--- config.mk ---
export PLATFORM = sky130hd
export DESIGN_NAME = btb_2bit_predictor
export DESIGN_NICKNAME = d
export VERILOG_FILES = /design/src/rtl/btb_2bit_predictor.sv
export SDC_FILE = /design/constraint.sdc
export NUM_CORES = 1
export LEC_CHECK = 0
export CORE_MARGIN = 4
export CORE_UTILIZATION = 35
export CTS_CLUSTER_DIAMETER = 150
export DETAILED_ROUTE_END_ITERATION = 10
export PLACE_DENSITY = 0.46
export SLEW_MARGIN = 30
export SYNTH_ARGS = -nofsm -noshare
export SYNTH_HDL_FRONTEND = slang
export SYNTH_SLANG_ARGS = --single-unit
--- constraint.sdc ---
create_clock -name CLK -period 6.57 [get_ports CLK]
set_clock_uncertainty 0.05 [all_clocks]
set_input_delay 1.6425 -clock CLK [delete_from_list [all_inputs] [get_ports CLK]]
set_output_delay 1.6425 -clock CLK [all_outputs]
set_load 0.02 [all_outputs]
--- src/rtl/btb_2bit_predictor.sv ---
// Direct-mapped branch target buffer with a 2-bit saturating direction counter per entry.
// Defining BPRED_PERF_CNT_EN adds saturating update and mispredict counters on two extra ports.
module btb_2bit_predictor #(
   parameter  int unsigned NENTRIES = 16,
   localparam int unsigned IDX_BITS = $clog2(NENTRIES)
) (
   input  logic        CLK,
   input  logic        nRST,
   input  logic [31:0] current_PC,
   output logic        predict_taken,
   output logic [31:0] target_addr,
   input  logic        update_predictor,
   input  logic [31:0] update_addr,
   input  logic        branch_result,
   input  logic        prediction,
   input  logic [31:0] update_target
`ifdef BPRED_PERF_CNT_EN
   ,
   output logic [31:0] update_count,
   output logic [31:0] mispredict_count
`endif
);

   localparam int unsigned TAG_BITS = 30 - IDX_BITS;

   typedef enum logic [1:0] {
      STRONG_NT = 2'b00,
      WEAK_NT   = 2'b01,
      WEAK_T    = 2'b10,
      STRONG_T  = 2'b11
   } ctr_t;

   logic                valid  [NENTRIES];
   logic [TAG_BITS-1:0] tag    [NENTRIES];
   logic [31:0]         target [NENTRIES];
   ctr_t                ctr    [NENTRIES];

   logic [IDX_BITS-1:0] idx;
   logic [IDX_BITS-1:0] uidx;
   logic [TAG_BITS-1:0] ptag;
   logic [TAG_BITS-1:0] utag;
   logic                hit;
   logic                uhit;
   logic                unused_bits;

   function automatic ctr_t sat_inc(input ctr_t c);
      return (c == STRONG_T) ? STRONG_T : ctr_t'(c + 2'd1);
   endfunction

   function automatic ctr_t sat_dec(input ctr_t c);
      return (c == STRONG_NT) ? STRONG_NT : ctr_t'(c - 2'd1);
   endfunction

   assign idx  = current_PC[IDX_BITS+1:2];
   assign ptag = current_PC[31:IDX_BITS+2];
   assign uidx = update_addr[IDX_BITS+1:2];
   assign utag = update_addr[31:IDX_BITS+2];

   // Lookup reads only registered state, so a same-cycle update is seen one cycle later.
   always_comb begin
      hit           = valid[idx] && (tag[idx] == ptag);
      predict_taken = hit && ctr[idx][1];
      target_addr   = predict_taken ? target[idx] : current_PC + 32'd4;
   end

   assign uhit = valid[uidx] && (tag[uidx] == utag);

   // Tag and target carry no reset; valid gates every use of them.
   always_ff @(posedge CLK) begin
      if (!nRST) begin
         for (int unsigned i = 0; i < NENTRIES; i++) begin
            valid[i] <= 1'b0;
            ctr[i]   <= WEAK_NT;
         end
      end else if (update_predictor) begin
         if (uhit) begin
            if (branch_result) begin
               ctr[uidx]    <= sat_inc(ctr[uidx]);
               target[uidx] <= update_target;
            end else begin
               ctr[uidx]    <= sat_dec(ctr[uidx]);
            end
         end else if (branch_result) begin
            valid[uidx]  <= 1'b1;
            tag[uidx]    <= utag;
            target[uidx] <= update_target;
            ctr[uidx]    <= WEAK_T;
         end
      end
   end

`ifdef BPRED_PERF_CNT_EN
   always_ff @(posedge CLK) begin
      if (!nRST) begin
         update_count     <= '0;
         mispredict_count <= '0;
      end else if (update_predictor) begin
         if (update_count != '1) begin
            update_count <= update_count + 32'd1;
         end
         if ((prediction != branch_result) && (mispredict_count != '1)) begin
            mispredict_count <= mispredict_count + 32'd1;
         end
      end
   end

   assign unused_bits = ^{current_PC[1:0], update_addr[1:0]};
`else
   assign unused_bits = ^{current_PC[1:0], update_addr[1:0], prediction};
`endif

endmodule

==> results.py <==
metrics = {
    "outcome": {
        "status": "finished with violations",
        "violations": "setup timing",
    },
    "synthesis": {
        "syn-cell-area_um2": 43100,
        "synth_compound_area_share_pct": 2.87,
        "synth.distinct_cells": 69,
        "yosysTopAreaCell": "edfxtp_1",
        "synth_xor_area_share_pct": 1.67,
        "yosysMostFrequentCell": "edfxtp_1",
        "syn_nets": 2266,
        "synthTopCellsByArea": "edfxtp_1 (67%), mux4_2 (18%), mux2i_1 (3.1%)",
        "synthTopCellsByCount": "edfxtp_1 (960), mux4_2 (340), mux2i_1 (133), nand2_1 (77), nor2_1 (54)",
        "synth_flop_cell": "edfxtp_1",
        "yosysTopAreaCellShare_pct": 67.0,
        "synthAdderAreaFrac_pct": 0.0291,
        "syn_inst": 2164,
        "ys_async_sr_fraction_pct": 0,
        "synth-seq-area-share_pct": 67.7,
        "yosysWarnings": 0,
        "ys_ff_latch": 976,
        "synth_top_family_by_area": "multiplexers",
        "yosys.area_share.simple_pct": 3.17,
        "synth_edf_count": 960,
        "muxShareOfSynthArea_pct": 22.6,
        "syn_avg_cell_area_um2": 19.9,
    },
    "cts": {
        "cts.sinks": 976,
        "numCtsBuffers": 110,
        "cts_hold_buffers": 0,
        "clkLatencyLatePin_ps": 720,
        "cts_buffer_depth": 3,
        "clk_pin_slew_ps": 60,
        "cts_root_buffer": "clkbuf_16",
        "cts_tree": "built",
        "htreeDepth": 3,
    },
    "run": {
        "maxCapViolations": 0,
    },
    "timing": {
        "timing.final.crit_share_pct": 104,
        "setup_violations": 32,
        "worst_slew_pin_slew_ps": 854,
        "fin_hold_ws_ps": 431,
        "hold_viol": 0,
        "fmax_ghz": 0.146,
        "grt_setup_unrepaired": "true",
        "worst_slack_ps": -269,
        "finalSetupTns_ps": -5280,
        "slew_headroom_pct": 42.9,
        "period_minus_slack_ps": 6840,
        "maxSlewViolCount": 0,
    },
    "cells_and_area": {
        "seq_area_um2": 29100,
        "fin_nets": 2583,
        "areaGrowthSynthToFinish_pct": 20.4,
        "antenna_cells": 0,
        "n_fill_cell": 10749,
        "drive_above_1_share_pct": 34.1,
        "multi_input_area_um2": 13400,
    },
    "power": {
        "p_leak_nw": 16.6,
        "powerDensity_nw_per_um2": 273,
        "ir_drop_uv": 215,
        "finalPower_w": 0.0141,
    },
    "critical_path": {
        "crit_type": "input pin to output port",
        "worstSetupEndpointType": "output port",
        "cp_max_fo": 8,
        "required_ps": 4880,
        "worstPathArrival_ps": 5150,
        "critPathLaunchType": "input pin",
    },
    "drt": {
        "viasPerCell": 5.52,
        "wl_per_cell_um": 31.0,
        "postRouteAntennaNets": 0,
        "post-route-drc-count": 0,
        "drtPass1Iterations": 5,
        "drt_wl_total_um": 130000,
        "routed-via-count": 23170,
        "drt-initial-drc-count": 1914,
    },
    "grt": {
        "grt_max_degree": 95,
        "antenna_found_initial": 9,
        "grt_overflow": 0,
        "first_global_vias": 24260,
        "track_usage_pct": 20.2,
        "grt_pass1_wl_um": 183000,
    },
    "placed_design": {
        "gp_congestion": 0.807,
        "port_buffers": 130,
        "dp_hpwl_um": 79300,
    },
    "die": {
        "die_h_um": 359,
        "dieArea_um2": 129000,
        "row_count": 128,
        "core_um2": 122000,
        "pin_count": 134,
        "die_w_um": 359,
        "start_util_pct": 35.3,
    },
    "hold_path": {
        "hold_class": "flip-flop to flip-flop",
    },
}
timing repair:
item	CTS	global route
buffers inserted	7	3
endpoints found under the setup margin	32	33
cloned	4	1
resized for setup	193	32
pin swaps	4	10
flip-flops by register name (all words and copies together), names as in the netlist:
signal / cells
valid: 16
target: 512
tag: 416
ctr: 32
cells in the final DEF, fill, tap and decap left out, types with 31 or more instances in the layout:
cell             count
edfxtp_1           960
mux4_2             342
buf_4              161
mux2i_1            131
clkbuf_16          112
clkdlybuf4s50_1     90
nand2_1             77
xnor2_1             42
o21ai_0             41
buf_12              41
buf_6               36
xor2_1              35
a22oi_1             34
mux2_4              31
routing by layer:
metal  part of all wire, %  GRT usage, %  wire length, µm
met1                    45          29.1            59000
met2                    47          32.2            61400
met3                   5.5          3.32             7100
met4                   1.9          4.72             2460
met5                0.0085             0               11
cells by family after synthesis:
logic type,Yosys count
and+or+nand+nor,257
buffers and inverters,146
xor gates and xnor gates,82
AOI/OAI and AO/OA,178
adders and majority gates,1
DFF,976
muxes,524
worst max-delay path, cell delays in order:
cell	delay, ps
buf_16	130
buf_12	140
mux4_2	500
mux4_2	580
xnor2_1	260
and4_1	240
and4bb_1	200
nand4_1	180
nor4_4	260
buf_6	220
buf_12	160
buf_6	110
mux2_4	320
buf_6	140
through the flow:
step / instance area (µm²) / utilization (%) / std cells / worst slack, ps
after global placement: 47800 / 39.1 / 3977 / -769
final: 51800 / 42.5 / 4194 / -269
after floorplan: 43100 / - / 2164 / 80.6
after detailed placement: 47800 / 39.2 / 3979 / -738
after global routing: 51800 / 42.5 / 4194 / -282
after CTS: 51700 / 42.3 / 4190 / -297
power by group:
group / internal, W / total (W) / switching [W]
Combinational: 0.000515 / 0.00114 / 0.000629
Sequential: 0.00689 / 0.00690 / 0.0000160
Clock: 0.00357 / 0.00609 / 0.00252
cell type report:
type                            instances  area share [%]
Multi-Input combinational cell       1042            25.8
Inverter                                8          0.0628
Tap cell                             1625            3.92
Timing Repair Buffer                  343            7.09
Clock inverter                         70            1.42
Sequential cell                       976            56.2
Clock buffer                          130            5.50
final timing paths:
path,from,end,slack [ps],cells past startpoint
hold / removal,valid[6],valid[6],430,2
hold reg to reg,valid[6],valid[6],430,2
setup / recovery,current_PC[2],target_addr[5],-270,14
setup reg to reg,tag[11][16],tag[3][19],2580,11
No activity file was read; power rests on OpenSTA's default activity.
